<file path="src/rtl/kogge_stone_adder.sv">
// -----------------------------------------------------------------------------
// kogge_stone_adder
//
// Purpose:
//   Registered unsigned adder computing {Cout, Sum} = A + B + Cin. The carries
//   come from a full Kogge-Stone parallel-prefix network, so the carry path is
//   logarithmic in the operand width. The only registers are on the outputs.
//
// Parameters:
//   OPERAND_SIZE : operand and sum width in bits (any value >= 1).
//
// Ports:
//   clk    in   1             rising-edge clock
//   rst_n  in   1             synchronous active-low reset (clears Sum/Cout)
//   A      in   OPERAND_SIZE  first operand, unsigned
//   B      in   OPERAND_SIZE  second operand, unsigned
//   Cin    in   1             carry-in
//   Sum    out  OPERAND_SIZE  registered low bits of A + B + Cin
//   Cout   out  1             registered carry-out of A + B + Cin
//
// Handshake:
//   None. There is no valid/ready pair: every rising edge captures the
//   current operands, and the result is visible one cycle later.
// -----------------------------------------------------------------------------
module kogge_stone_adder #(
    parameter int OPERAND_SIZE = 16
) (
    input  logic                    clk,
    input  logic                    rst_n,
    input  logic [OPERAND_SIZE-1:0] A,
    input  logic [OPERAND_SIZE-1:0] B,
    input  logic                    Cin,
    output logic [OPERAND_SIZE-1:0] Sum,
    output logic                    Cout
);

    localparam int N      = OPERAND_SIZE;
    // Position -1 (the carry-in) makes the prefix span N+1 positions.
    localparam int LEVELS = $clog2(N + 1);

    // Prefix array index j holds bit position j-1, so index 0 is the carry-in
    // slot and index N is the carry-out slot. Level 0 is the bit-level (g, p);
    // level LEVELS holds group generates spanning all the way down to -1.
    logic [N:0] g_lvl [0:LEVELS];
    logic [N:0] p_lvl [0:LEVELS];

    logic [N-1:0] bit_p;
    logic [N-1:0] carry;

    logic [N-1:0] sum_d;
    logic [N-1:0] sum_q;
    logic         cout_d;
    logic         cout_q;

    // ------------------------------------------------------------------
    // Bit-level generate / propagate, with Cin folded in as g=Cin, p=0.
    // ------------------------------------------------------------------
    assign bit_p    = A ^ B;
    assign g_lvl[0] = {A & B, Cin};
    assign p_lvl[0] = {bit_p, 1'b0};

    // ------------------------------------------------------------------
    // Kogge-Stone prefix tree: at level k every position j >= 2^k merges
    // with position j-2^k; lower positions already span down to -1 and
    // pass straight through.
    // ------------------------------------------------------------------
    for (genvar k = 0; k < LEVELS; k++) begin : g_level
        localparam int D = 1 << k;
        for (genvar j = 0; j <= N; j++) begin : g_pos
            if (j >= D) begin : g_comb
                assign g_lvl[k+1][j] = g_lvl[k][j] | (p_lvl[k][j] & g_lvl[k][j-D]);
                assign p_lvl[k+1][j] = p_lvl[k][j] & p_lvl[k][j-D];
            end else begin : g_pass
                assign g_lvl[k+1][j] = g_lvl[k][j];
                assign p_lvl[k+1][j] = p_lvl[k][j];
            end
        end
    end

    // The final-level group propagates carry no further information: every
    // group reaching position -1 has P = 0 because p[-1] = 0.
    logic unused_final_p;
    assign unused_final_p = ^p_lvl[LEVELS];

    // ------------------------------------------------------------------
    // Carries and next-state outputs. Carry into bit i is the group
    // generate over [i-1 : -1], which sits at prefix index i.
    // ------------------------------------------------------------------
    assign carry = g_lvl[LEVELS][N-1:0];

    always_comb begin
        sum_d  = bit_p ^ carry;
        cout_d = g_lvl[LEVELS][N];
    end

    // ------------------------------------------------------------------
    // Output registers.
    // ------------------------------------------------------------------
    always_ff @(posedge clk) begin
        if (!rst_n) begin
            sum_q  <= '0;
            cout_q <= 1'b0;
        end else begin
            sum_q  <= sum_d;
            cout_q <= cout_d;
        end
    end

    assign Sum  = sum_q;
    assign Cout = cout_q;

endmodule

</file>
<file path="config.mk">
export PLATFORM = sky130hd
export DESIGN_NAME = kogge_stone_adder
export DESIGN_NICKNAME = d
export VERILOG_FILES = /design/src/rtl/kogge_stone_adder.sv
export SDC_FILE = /design/constraint.sdc
export NUM_CORES = 1
export LEC_CHECK = 0
export ABC_CLOCK_PERIOD_IN_PS = 3820
export BUFFER_PORTS_ARGS = -buffer_cell sky130_fd_sc_hd__clkbuf_2
export CAP_MARGIN = 20
export CORE_MARGIN = 1
export CORE_UTILIZATION = 49
export DETAILED_ROUTE_END_ITERATION = 12
export PLACE_DENSITY = 0.8
export SLEW_MARGIN = 25
export SYNTH_ARGS = -nofsm -noshare
export SYNTH_HDL_FRONTEND = slang
export SYNTH_SLANG_ARGS = --single-unit
export TNS_END_PERCENT = 50
</file>
<file path="constraint.sdc">
create_clock -name clk -period 3.82 [get_ports clk]
set_input_delay 0.382 -clock clk [delete_from_list [all_inputs] [get_ports clk]]
set_output_delay 0.382 -clock clk [all_outputs]
set_load 0.02 [all_outputs]
</file>
==> impl_results.md <==
- Startpoint types: primary input
- # setup viols final: 0
- FF+latch count, synth: 17
- Wire per inst: 13.1 microns
- Routability cong.: 0.940
- Top cells by area, synth: dfxtp_1, ha_1, mux2i_1
- Max Cap Viol: 0
- Final Cycle Share: 45.6%
- Multi-input gate area: 0.00100 sq mm
- Layout cells sized above 1: 35.6%
- Sequential cell area: 340 sq um
- Netlist Area Pre-Place: 0.00136 sq mm
- TNS Setup: 0 ns
- I/O pin count: 52
- Drt via density: 5.67
- CP peak stage delay: roughly 0.48 ns
- Fraction of registers with async set/reset: 0%
- Rows: 18
- Diodes inserted: 0
- Area of the core: 0.00254 sq mm
- CTS root buffer: clkbuf_4
- Final Max Slew Viols: 0
- Vias in the first global route: 1213
- Worst slew margin: 70.1%
- Cts hold-fix bufs: 0
- Fill cells: 226
- Die ar.: 0.00299 sq mm
- IO Port Bufs: 51
- Unique cell type count in the Yosys netlist: 40
- Proportion of synthesized chip area in sequential cells: 25.0%
- Tmin final: 1.74 ns
- Critical-path top delay cell: fa_1
- Clock sinks: 17
- Achievable Freq: roughly 570 MHz
- EDFF count, synth: 0
- Register clock-pin slew on the reported worst setup and hold paths: 0.11 ns
- CTS Buffer Depth: 2
- Initial Util: between 50 and 60%
- Largest net degree at the start of global routing: 25
- Total grt overflow: 0
- Chip Height: 54.7 microns
- First-pass GRT wire length: slightly above 5 mm
- Hold Violations, Final: 0
- Setup Buffers After CTS: 0
- Syn_nets: 201
- Routed WL: 3.04 mm
- CP Cell Sequence: clkbuf_2 > fa_1 > a211oi_2 > o21bai_1 > a21oi_2 > o32ai_2 > mux2i_1
- DRC Markers: 0
- DRT iter0 DRCs: 26
- Worst VDD drop: 0.263 mV
- Via Count: ~1300
- Die width: 54.7 microns
- Status: finished clean
- First-pass DRT Iterations: 5
- Synth Instances: about 150
- Leakage: around 0.81 nW
- Post-DRT Antenna Nets: 0
- Main synth FF type: dfxtp_1
- Yosys warns: 0
- # nets final: 255
- Detail Placement HPWL: 2.43 mm
- Area growth, synth to finish: 23.0%
- Setup Crit Path Kind: primary input to flip-flop
- Gr usage total: 23.9%
- Required @ worst endpoint: 4.01 ns
- Crit. End Element: flip-flop
- Synthesized area per cell: 9.13 sq um
- Area share of the leading cell type in the synthesized netlist: 25.0%
- Synth top cells by count: dfxtp_1, ha_1, nand2_1
- Cell taking the most area after synthesis: dfxtp_1
- Top-count cell post-synth: dfxtp_1
- Number of CTS-inserted buffers: 3
- H-tree depth: 1
- Pwr/cell area: about 330 mW/mm^2
- RSZ-0062 raised after global routing: no
- Initial antenna violation count: 0
- Worst Max-Slew Pin Slew: between 0.4 and 0.5 ns
- Minimum hold slack: 0.473 ns
- Worst min-delay path category: primary input to flip-flop
- CTS tree: done
- Worst Path Max Fanout: 3
- Post-cts repair resize count: 0
- WP data arrival: 1.93 ns
==> per-stage QoR <==
step | util (%) | std cells | instance area, sq um | total power, W | worst slack (ns)
after floorplan | - | 149 | 1360 | 0.000389 | 2.01
after global placement | 64.7 | 228 | 1650 | 0.000450 | 1.82
after detailed placement | 64.7 | 228 | 1650 | 0.000457 | 1.76
after CTS | 65.7 | 232 | 1670 | 0.000559 | 2.08
after global routing | 65.7 | 232 | 1670 | 0.000596 | 1.95
final | 65.7 | 232 | 1670 | 0.000555 | 2.08
==> per-layer routing <==
layer	GRT usage, %	wire length [microns]	vias up	share of wire (%)
met1	29.2	1290	581	42
met3	5.00	256	10	8.4
li1	-	-	663	-
met4	11.1	68	0	2.2
met5	0	0	-	0
met2	39.4	1430	62	47
==> where the power goes <==
part	total [W]	internal [W]	switching [W]	leakage, nW
Sequential	0.000205	0.000200	0.00000518	0.142
Clock	0.000100	0.0000390	0.0000613	0.0177
Combinational	0.000250	0.000105	0.000144	0.652
Total	0.000555	0.000344	0.000211	0.812
==> cells by family (layout without fill, tap and decap cells) <==
group / count (synthesis) / count (layout) / synth area share (%)
compound gates: 51 / 51 / 31.2
xor+xnor: 6 / 6 / 3.86
fa+ha+maj: 17 / 17 / 16.2
buf+inv: 5 / 58 / 1.38
flops: 17 / 17 / 25.0
mux: 7 / 7 / 5.15
simple gates: 46 / 46 / 17.2
==> layout by cell type (no fill, tap or decap), types with 2 or more instances in the layout <==
master    synthesis  routed
ha_1             16      16
o21bai_2          2       2
nand2_1          14      14
xor2_1            2       2
mux2i_1           7       7
nor4_1            2       2
clkbuf_2          0      51
a211oi_1          3       3
nor3_1            2       2
a21o_1            6       6
inv_1             3       3
o32ai_2           2       2
nor2_1           10      10
nand2b_1          7       7
o21bai_1          2       2
nand3_2           2       2
o21ai_0           6       6
dfxtp_1          17      17
clkbuf_4          0       3
o21ai_2           2       2
a211oi_2          2       2
a21oi_1          10      10
xnor2_1           4       4
o21a_1            2       2
and2_1            6       6
a21oi_2           2       2
a211o_1           2       2
==> sequential cells by signal (all words and copies together), names as in the netlist <==
name,cells
Cout,1
Sum,16
==> final timing paths <==
kind,start,end,slack (ns),cells after the start
max,A[0],Sum[13]$_SDFF_PN0_,2.08,7
min,B[0],Sum[0]$_SDFF_PN0_,0.47,3
==> layout make-up <==
type                    count  area share, %
repair buffers             51           15.3
flip-flops and latches     17           20.3
clock buffers               3           1.35
multi-input cells         127           59.8
inverters                   3          0.673
well taps                  30           2.24
clock inverters             1          0.299
==> critical path, delay by kind of cell <==
kind                       cells  cell delay (ns)
adders and majority gates      1             0.48
buffers and inverters          1             0.11
AOI/OAI and AO/OA              4             0.83
muxes                          1             0.13
Power figures use the tool's default switching activity.
